--- config.mk ---
export PLATFORM = sky130hd
export DESIGN_NAME = micro_sequencer_flat
export DESIGN_NICKNAME = d
export VERILOG_FILES = /design/src/rtl/micro_sequencer_if.sv /design/src/rtl/micro_sequencer.sv /design/src/flat_wrapper.sv
export SDC_FILE = /design/constraint.sdc
export NUM_CORES = 2
export LEC_CHECK = 0
export CAP_MARGIN = 20
export CELL_PAD_IN_SITES_DETAIL_PLACEMENT = 1
export CELL_PAD_IN_SITES_GLOBAL_PLACEMENT = 2
export CORE_AREA = 2 2 409 411
export CTS_CLUSTER_SIZE = 16
export DETAILED_ROUTE_END_ITERATION = 12
export DIE_AREA = 0 0 411 413
export HOLD_SLACK_MARGIN = 0.08
export PLACE_DENSITY = 0.82
export SYNTH_ARGS = -nofsm -noshare
export SYNTH_HDL_FRONTEND = slang
export SYNTH_SLANG_ARGS = --single-unit
--- constraint.sdc ---
create_clock -name clk -period 3.9 [get_ports clk]
set_input_delay 0.78 -clock clk [delete_from_list [all_inputs] [get_ports clk]]
set_output_delay 0.78 -clock clk [all_outputs]
set_load 0.01 [all_outputs]
--- src/rtl/micro_sequencer_if.sv ---
`default_nettype none
// ============================================================================
//  Module      : micro_sequencer_if
//  Description : Bundle of the micro-sequencer control, dispatch, microcode
//                load and control-word output signals.
//  Revision    : 1.0  initial release
// ============================================================================
interface micro_sequencer_if #(
  parameter int UADDR_W = 5,
  parameter int CW_W    = 36,
  parameter int OPC_W   = 6,
  parameter int CNT_W   = 5,
  parameter int LD_AW   = 6
);
  logic               run;
  logic               stall;
  logic [OPC_W-1:0]   opcode;
  logic [CNT_W-1:0]   hc_len;
  logic               ovf;
  logic               ld_en;
  logic [1:0]         ld_sel;
  logic [LD_AW-1:0]   ld_addr;
  logic [CW_W-1:0]    ld_data;
  logic [CW_W-1:0]    cw;
  logic [UADDR_W-1:0] state;
  logic               trap;
  logic               hc_busy;

  modport master (
    output run, stall, opcode, hc_len, ovf, ld_en, ld_sel, ld_addr, ld_data,
    input  cw, state, trap, hc_busy
  );

  modport slave (
    input  run, stall, opcode, hc_len, ovf, ld_en, ld_sel, ld_addr, ld_data,
    output cw, state, trap, hc_busy
  );
endinterface
`default_nettype wire

--- src/rtl/micro_sequencer.sv ---
`default_nettype none
// ============================================================================
//  Module      : micro_sequencer
//  Description : Microprogrammed control unit core. Writable control store,
//                three opcode dispatch tables, registered micro-PC with
//                fetch/sequential/dispatch/hold-count next-address selection,
//                stall, overflow trap and reserved-code trap.
//  Revision    : 1.0  initial release
// ============================================================================
module micro_sequencer #(
  parameter int UADDR_W   = 5,
  parameter int CW_W      = 36,
  parameter int NSEL_W    = 3,
  parameter int OPC_W     = 6,
  parameter int CNT_W     = 5,
  parameter int LD_AW     = 6,
  parameter int TRAP_ADDR = 30,
  parameter int INV_ADDR  = 31
) (
  input  wire logic          clk,
  input  wire logic          rst_n,
  micro_sequencer_if.slave   bus
);

  localparam int DEPTH    = 1 << UADDR_W;
  localparam int DT_DEPTH = 1 << OPC_W;

  localparam logic [UADDR_W-1:0] TRAP_A = UADDR_W'(TRAP_ADDR);
  localparam logic [UADDR_W-1:0] INV_A  = UADDR_W'(INV_ADDR);

  // next-address select encodings (codes above SEL_HC are reserved)
  localparam logic [NSEL_W-1:0] SEL_FETCH = NSEL_W'(0);
  localparam logic [NSEL_W-1:0] SEL_SEQ   = NSEL_W'(1);
  localparam logic [NSEL_W-1:0] SEL_DT1   = NSEL_W'(2);
  localparam logic [NSEL_W-1:0] SEL_DT2   = NSEL_W'(3);
  localparam logic [NSEL_W-1:0] SEL_DT3   = NSEL_W'(4);
  localparam logic [NSEL_W-1:0] SEL_HC    = NSEL_W'(5);

  // control store and dispatch tables; contents are loaded by software, not reset
  logic [CW_W-1:0]    store [DEPTH];
  logic [UADDR_W-1:0] dt1   [DT_DEPTH];
  logic [UADDR_W-1:0] dt2   [DT_DEPTH];
  logic [UADDR_W-1:0] dt3   [DT_DEPTH];

  logic [UADDR_W-1:0] upc;
  logic [UADDR_W-1:0] upc_next;
  logic [UADDR_W-1:0] upc_inc;
  logic [CNT_W-1:0]   cnt;
  logic [CNT_W-1:0]   cnt_next;
  logic               busy;
  logic               busy_next;
  logic               trap_flag;
  logic               trap_next;
  logic [CW_W-1:0]    word;
  logic [NSEL_W-1:0]  sel;
  logic [LD_AW-1:0]   ld_index;

  assign ld_index = bus.ld_addr;
  assign word     = store[upc];
  assign sel      = word[NSEL_W-1:0];
  assign upc_inc  = upc + 1'b1;

  // microcode and dispatch-table writes, accepted every cycle regardless of run/stall
  always_ff @(posedge clk) begin
    if (bus.ld_en) begin
      case (bus.ld_sel)
        2'd0:    store[ld_index[UADDR_W-1:0]] <= bus.ld_data;
        2'd1:    dt1[ld_index[OPC_W-1:0]]     <= bus.ld_data[UADDR_W-1:0];
        2'd2:    dt2[ld_index[OPC_W-1:0]]     <= bus.ld_data[UADDR_W-1:0];
        default: dt3[ld_index[OPC_W-1:0]]     <= bus.ld_data[UADDR_W-1:0];
      endcase
    end
  end

  // state register: micro-PC, hold counter, repeat flag and trap pulse
  always_ff @(posedge clk or negedge rst_n) begin
    if (!rst_n) begin
      upc       <= '0;
      cnt       <= '0;
      busy      <= 1'b0;
      trap_flag <= 1'b0;
    end else begin
      upc       <= upc_next;
      cnt       <= cnt_next;
      busy      <= busy_next;
      trap_flag <= trap_next;
    end
  end

  // next-address logic: run > stall > overflow trap > select code
  always_comb begin
    upc_next  = upc;
    cnt_next  = cnt;
    busy_next = busy;
    trap_next = 1'b0;
    if (!bus.run) begin
      upc_next  = '0;
      cnt_next  = '0;
      busy_next = 1'b0;
    end else if (!bus.stall) begin
      // any non-stalled step that does not continue a repeat leaves it idle
      cnt_next  = '0;
      busy_next = 1'b0;
      if (bus.ovf && word[CW_W-1]) begin
        upc_next  = TRAP_A;
        trap_next = 1'b1;
      end else begin
        case (sel)
          SEL_FETCH: upc_next = '0;
          SEL_SEQ:   upc_next = upc_inc;
          SEL_DT1:   upc_next = dt1[bus.opcode];
          SEL_DT2:   upc_next = dt2[bus.opcode];
          SEL_DT3:   upc_next = dt3[bus.opcode];
          SEL_HC: begin
            if (!busy) begin
              // entry: zero length falls straight through, else latch the count
              if (bus.hc_len == '0) begin
                upc_next = upc_inc;
              end else begin
                cnt_next  = bus.hc_len;
                busy_next = 1'b1;
              end
            end else if (cnt == CNT_W'(1)) begin
              upc_next = upc_inc;
            end else begin
              cnt_next  = cnt - 1'b1;
              busy_next = 1'b1;
            end
          end
          default: begin
            upc_next  = INV_A;
            trap_next = 1'b1;
          end
        endcase
      end
    end
  end

  // outputs: control word masked while parked, registered status
  always_comb begin
    bus.cw      = bus.run ? word : '0;
    bus.state   = upc;
    bus.trap    = trap_flag;
    bus.hc_busy = busy;
  end

endmodule
`default_nettype wire
--- src/flat_wrapper.sv ---
// flat-port wrapper written by rule: the top's interface ports become plain ports
module micro_sequencer_flat 
#(
  parameter int UADDR_W   = 5,
  parameter int CW_W      = 36,
  parameter int NSEL_W    = 3,
  parameter int OPC_W     = 6,
  parameter int CNT_W     = 5,
  parameter int LD_AW     = 6,
  parameter int TRAP_ADDR = 30,
  parameter int INV_ADDR  = 31
)
  (clk, rst_n, bus_run, bus_stall, bus_opcode, bus_hc_len, bus_ovf, bus_ld_en, bus_ld_sel, bus_ld_addr, bus_ld_data, bus_cw, bus_state, bus_trap, bus_hc_busy);
  micro_sequencer_if #(.UADDR_W(UADDR_W), .CW_W(CW_W), .OPC_W(OPC_W), .CNT_W(CNT_W), .LD_AW(LD_AW)) bus_i ();
  input  wire logic clk;
  input  wire logic rst_n;
  input wire logic [$bits(bus_i.run)-1:0] bus_run;
  input wire logic [$bits(bus_i.stall)-1:0] bus_stall;
  input wire logic [$bits(bus_i.opcode)-1:0] bus_opcode;
  input wire logic [$bits(bus_i.hc_len)-1:0] bus_hc_len;
  input wire logic [$bits(bus_i.ovf)-1:0] bus_ovf;
  input wire logic [$bits(bus_i.ld_en)-1:0] bus_ld_en;
  input wire logic [$bits(bus_i.ld_sel)-1:0] bus_ld_sel;
  input wire logic [$bits(bus_i.ld_addr)-1:0] bus_ld_addr;
  input wire logic [$bits(bus_i.ld_data)-1:0] bus_ld_data;
  output wire logic [$bits(bus_i.cw)-1:0] bus_cw;
  output wire logic [$bits(bus_i.state)-1:0] bus_state;
  output wire logic [$bits(bus_i.trap)-1:0] bus_trap;
  output wire logic [$bits(bus_i.hc_busy)-1:0] bus_hc_busy;
  assign bus_i.run = bus_run;
  assign bus_i.stall = bus_stall;
  assign bus_i.opcode = bus_opcode;
  assign bus_i.hc_len = bus_hc_len;
  assign bus_i.ovf = bus_ovf;
  assign bus_i.ld_en = bus_ld_en;
  assign bus_i.ld_sel = bus_ld_sel;
  assign bus_i.ld_addr = bus_ld_addr;
  assign bus_i.ld_data = bus_ld_data;
  assign bus_cw = bus_i.cw;
  assign bus_state = bus_i.state;
  assign bus_trap = bus_i.trap;
  assign bus_hc_busy = bus_i.hc_busy;
  micro_sequencer #(.UADDR_W(UADDR_W), .CW_W(CW_W), .NSEL_W(NSEL_W), .OPC_W(OPC_W), .CNT_W(CNT_W), .LD_AW(LD_AW), .TRAP_ADDR(TRAP_ADDR), .INV_ADDR(INV_ADDR)) u_core (.clk(clk), .rst_n(rst_n), .bus(bus_i));
endmodule
==> results.cfg <==
[synth]
synth_edf_count = 2112
synth.area.top_cells = edfxtp_1 77%, mux4_2 11%, mux2i_1 2.4%
synth-async-reset-ratio_pct = 0.5650
synthMuxAreaShare_pct = 14.22
yosys.area.top_type_share_pct = 77.04
avgSynthCellArea_um2 = 20.17
synth-seq-cells = 2124
syn_nets = 4146
synth_ff_type = edfxtp_1
netlist.top_cell.by_area = edfxtp_1
synth-compound-area-share_pct = 4.547
yosys.area_share.simple_pct = 2.455
yosysWarningCount = 0
ys_types = 63
synth_top_family_by_area = multiplexers
synth-adder-area-share_pct = 0.04559
synthMostInstantiatedCell = edfxtp_1
synth-xor-area-share_pct = 0.03192
synth_area_um2 = 82330
synthCells = 4082
synthTopCellsByCount = 2,112 x edfxtp_1, 391 x mux4_2, 265 x nor2_1
ys_seq_area_share_pct = 77.40

[place]
io_buffers = 103
gp_congestion = 0.7987
dp_cells = 6392
place_hpwl_um = 125700

[sta]
fin_ws_ns = -0.3359
worstMarginPinSlew_ns = 1.100
tns_ns = -3.361
finalCritPeriodShare_pct = 108.6
final_hold_viol_count = 0
timing.fmax_ghz = 0.2361
relSlewSlack_pct = 26.46
setup_violations = 33
final.min_clock_period_ns = 4.236
fin_skew_ns = 0.03800
rsz0062_at_grt = yes
final_max_slew_viol_count = 0

[grt]
grt_max_degree = 97
grt_overflow = 0
grt_pass1_vias = 46810
grt_pass1_wl_um = 337500
top_usage_layer = met2
grt.total_usage_pct = 27.61
antenna_found_initial = 7
gr-usage-met3_pct = 4.552
grt_util_met1_pct = 38.20
grt_util_met2_pct = 44.90

[setup_path]
cp-end-kind = primary output
rrSetupSlack_ns = 0.20
path_max_fanout = 6
crit_family = buffers and inverters
crit_buf_inv = 7
ff2ff_path_depth = 12
required_ns = 3.12
crit_type = flip-flop to primary output
start_kind = flip-flop
crit_top_cell = buf_8
worstPathArrival_ns = 3.46
cpPeakStageDelay_ns = 0.51
cp_cell_sequence = buf_12, buf_16, buf_8, buf_8, buf_8, mux2i_1, o221ai_1, o22ai_1, a21oi_1, a21oi_2, buf_4, nor2_4, buf_6
crit_slowest_cell = dfrtp_4
rr_endpoint = u_core.bus.state[2]
crit_start = u_core.bus.state[0]
r2r_start = u_core.bus.state[0]

[clock_tree]
worstSkewPairLatency_ns = 0.86
cts.sinks = 2124
cts_tree = done
cts_hold_buf = 0
root_buffer = clkbuf_16
cts.htree.levels = 4
cts_inserted_buffers = 209
clkTransAtPathRegs_ns = 0.07
clk_path_buf_depth = 3

[floorplanning]
die_w_um = 411
core-area_um2 = 165900
dieArea_um2 = 169700
rows = 150
start_util_pct = 49.62
die_h_um = 413
ioPinCount = 104

[layout]
nFillCells = 14050
drive_gt1_share_pct = 30.56
layout.cells.non_filler = 6924
final_core_util_pct = 59.13
nNetsFinal = 4599
synthToLayoutAreaGrowth_pct = 19.17

[detailed_routing]
viasPerCell = 6.458
ant_nets = 0
drc = 0
drt_wl_total_um = 236200
drt_first_iter_violations = 5765
drtPass1Iterations = 6
num_vias = 44710
wl_per_cell_um = 34.11

[hold_path]
hold_path_class = input pin to async pin

[job]
max-cap-violations = 0

[run_status]
status = finished with violations
violations = negative setup slack

[power_and_ir_drop]
p_per_area_nw_per_um2 = 593.8
leakage_uw = 0.03054
power_uw = 58250
irDropWorstVdd_mv = 0.5671
==> metrics by stage <==
stage | setup WS, ns | instance area (um2) | hold WS, ns
after floorplan | 0.4878 | 82330 | 0.4844
after detailed placement | -0.05950 | 88230 | 0.5314
after global placement | -0.008262 | 88230 | 0.5173
final | -0.3359 | 98110 | 0.3950
after CTS | -0.1989 | 97190 | 0.3552
after global routing | -0.3212 | 98100 | 0.4104
==> power breakdown <==
part | internal (uW) | switching, uW | leakage [uW]
registers | 25200 | 210 | 0.0191
logic | 5690 | 7270 | 0.00815
clock network | 11000 | 8840 | 0.00326
==> worst register-to-register path, stage by stage (launching register included) <==
cell	delay, ns
dfrtp_4	0.51
buf_4	0.17
buf_12	0.15
buf_4	0.15
buf_6	0.13
mux4_2	0.34
o22ai_2	0.10
or4_4	0.61
buf_4	0.20
or3_4	0.41
o31ai_4	0.49
nor2_2	0.12
a22o_1	0.22
==> what timing repair did <==
action / in CTS / in global routing
buffers inserted: 72 / 30
endpoints found under the setup margin: 36 / 36
cloned: 22 / 2
resized for setup: 421 / 109
pin swaps: 124 / 59
==> state kept, by name (all words and copies together) (netlist names) <==
name / flops
u_core.dt1: 320
u_core.bus.state: 5
u_core.store: 1152
u_core.dt3: 320
u_core.bus.hc_busy: 1
u_core.dt2: 320
u_core.cnt: 5
u_core.bus.trap: 1
==> layout make-up <==
type	instances	area, um2	share of cell area, %
sequential	2124	63740	64.97
multi-input combinational	1716	18920	19.28
timing repair buffer	478	5957	6.072
clock buffer	258	5497	5.603
tap	2204	2758	2.811
clock inverter	134	1202	1.226
inverter	6	22.52	0.02296
antenna	4	10.01	0.01020
==> cells in the final DEF (no fill, tap or decap), drive strengths merged, types with 34 or more instances in the layout <==
cell type	Yosys	routed
edfxtp	2112	2112
buf	99	404
mux4	400	400
nor2	266	266
clkbuf	135	265
mux2i	194	194
a21oi	189	189
a22oi	120	120
nand2	115	115
clkinv	1	107
o22ai	82	82
o21ai	74	74
o221ai	67	67
mux2	64	64
clkdlybuf4s50	0	60
a211oi	34	34
==> cells by family (layout without fill, tap and decap cells) <==
group           count (synthesis)  in the layout
buf+inv                       242            876
compound gates                584            584
mux                           658            658
other cells                     0              4
simple gates                  468            468
xor+xnor                        3              3
fa+ha+maj                       3              3
flops                        2124           2124
==> layer usage <==
metal  wire length (um)  part of all wire, %
met1              93030                   39
met2             116700                   49
met3              18570                  7.9
met4               7917                  3.4
met5                 32                0.014
==> how the worst max path moves through the flow <==
stage                               end  slack, ns  cells after the start
finish                        bus_cw[3]      -0.34                     13
global route                  bus_cw[3]      -0.32                     13
CTS                          bus_cw[28]      -0.20                     12
detailed placement  u_core.bus.state[3]      -0.06                     11
global placement    u_core.bus.state[3]     -0.008                     11
floorplan           u_core.store[28][0]       0.49                      4
(Power assumes the default switching activity.)
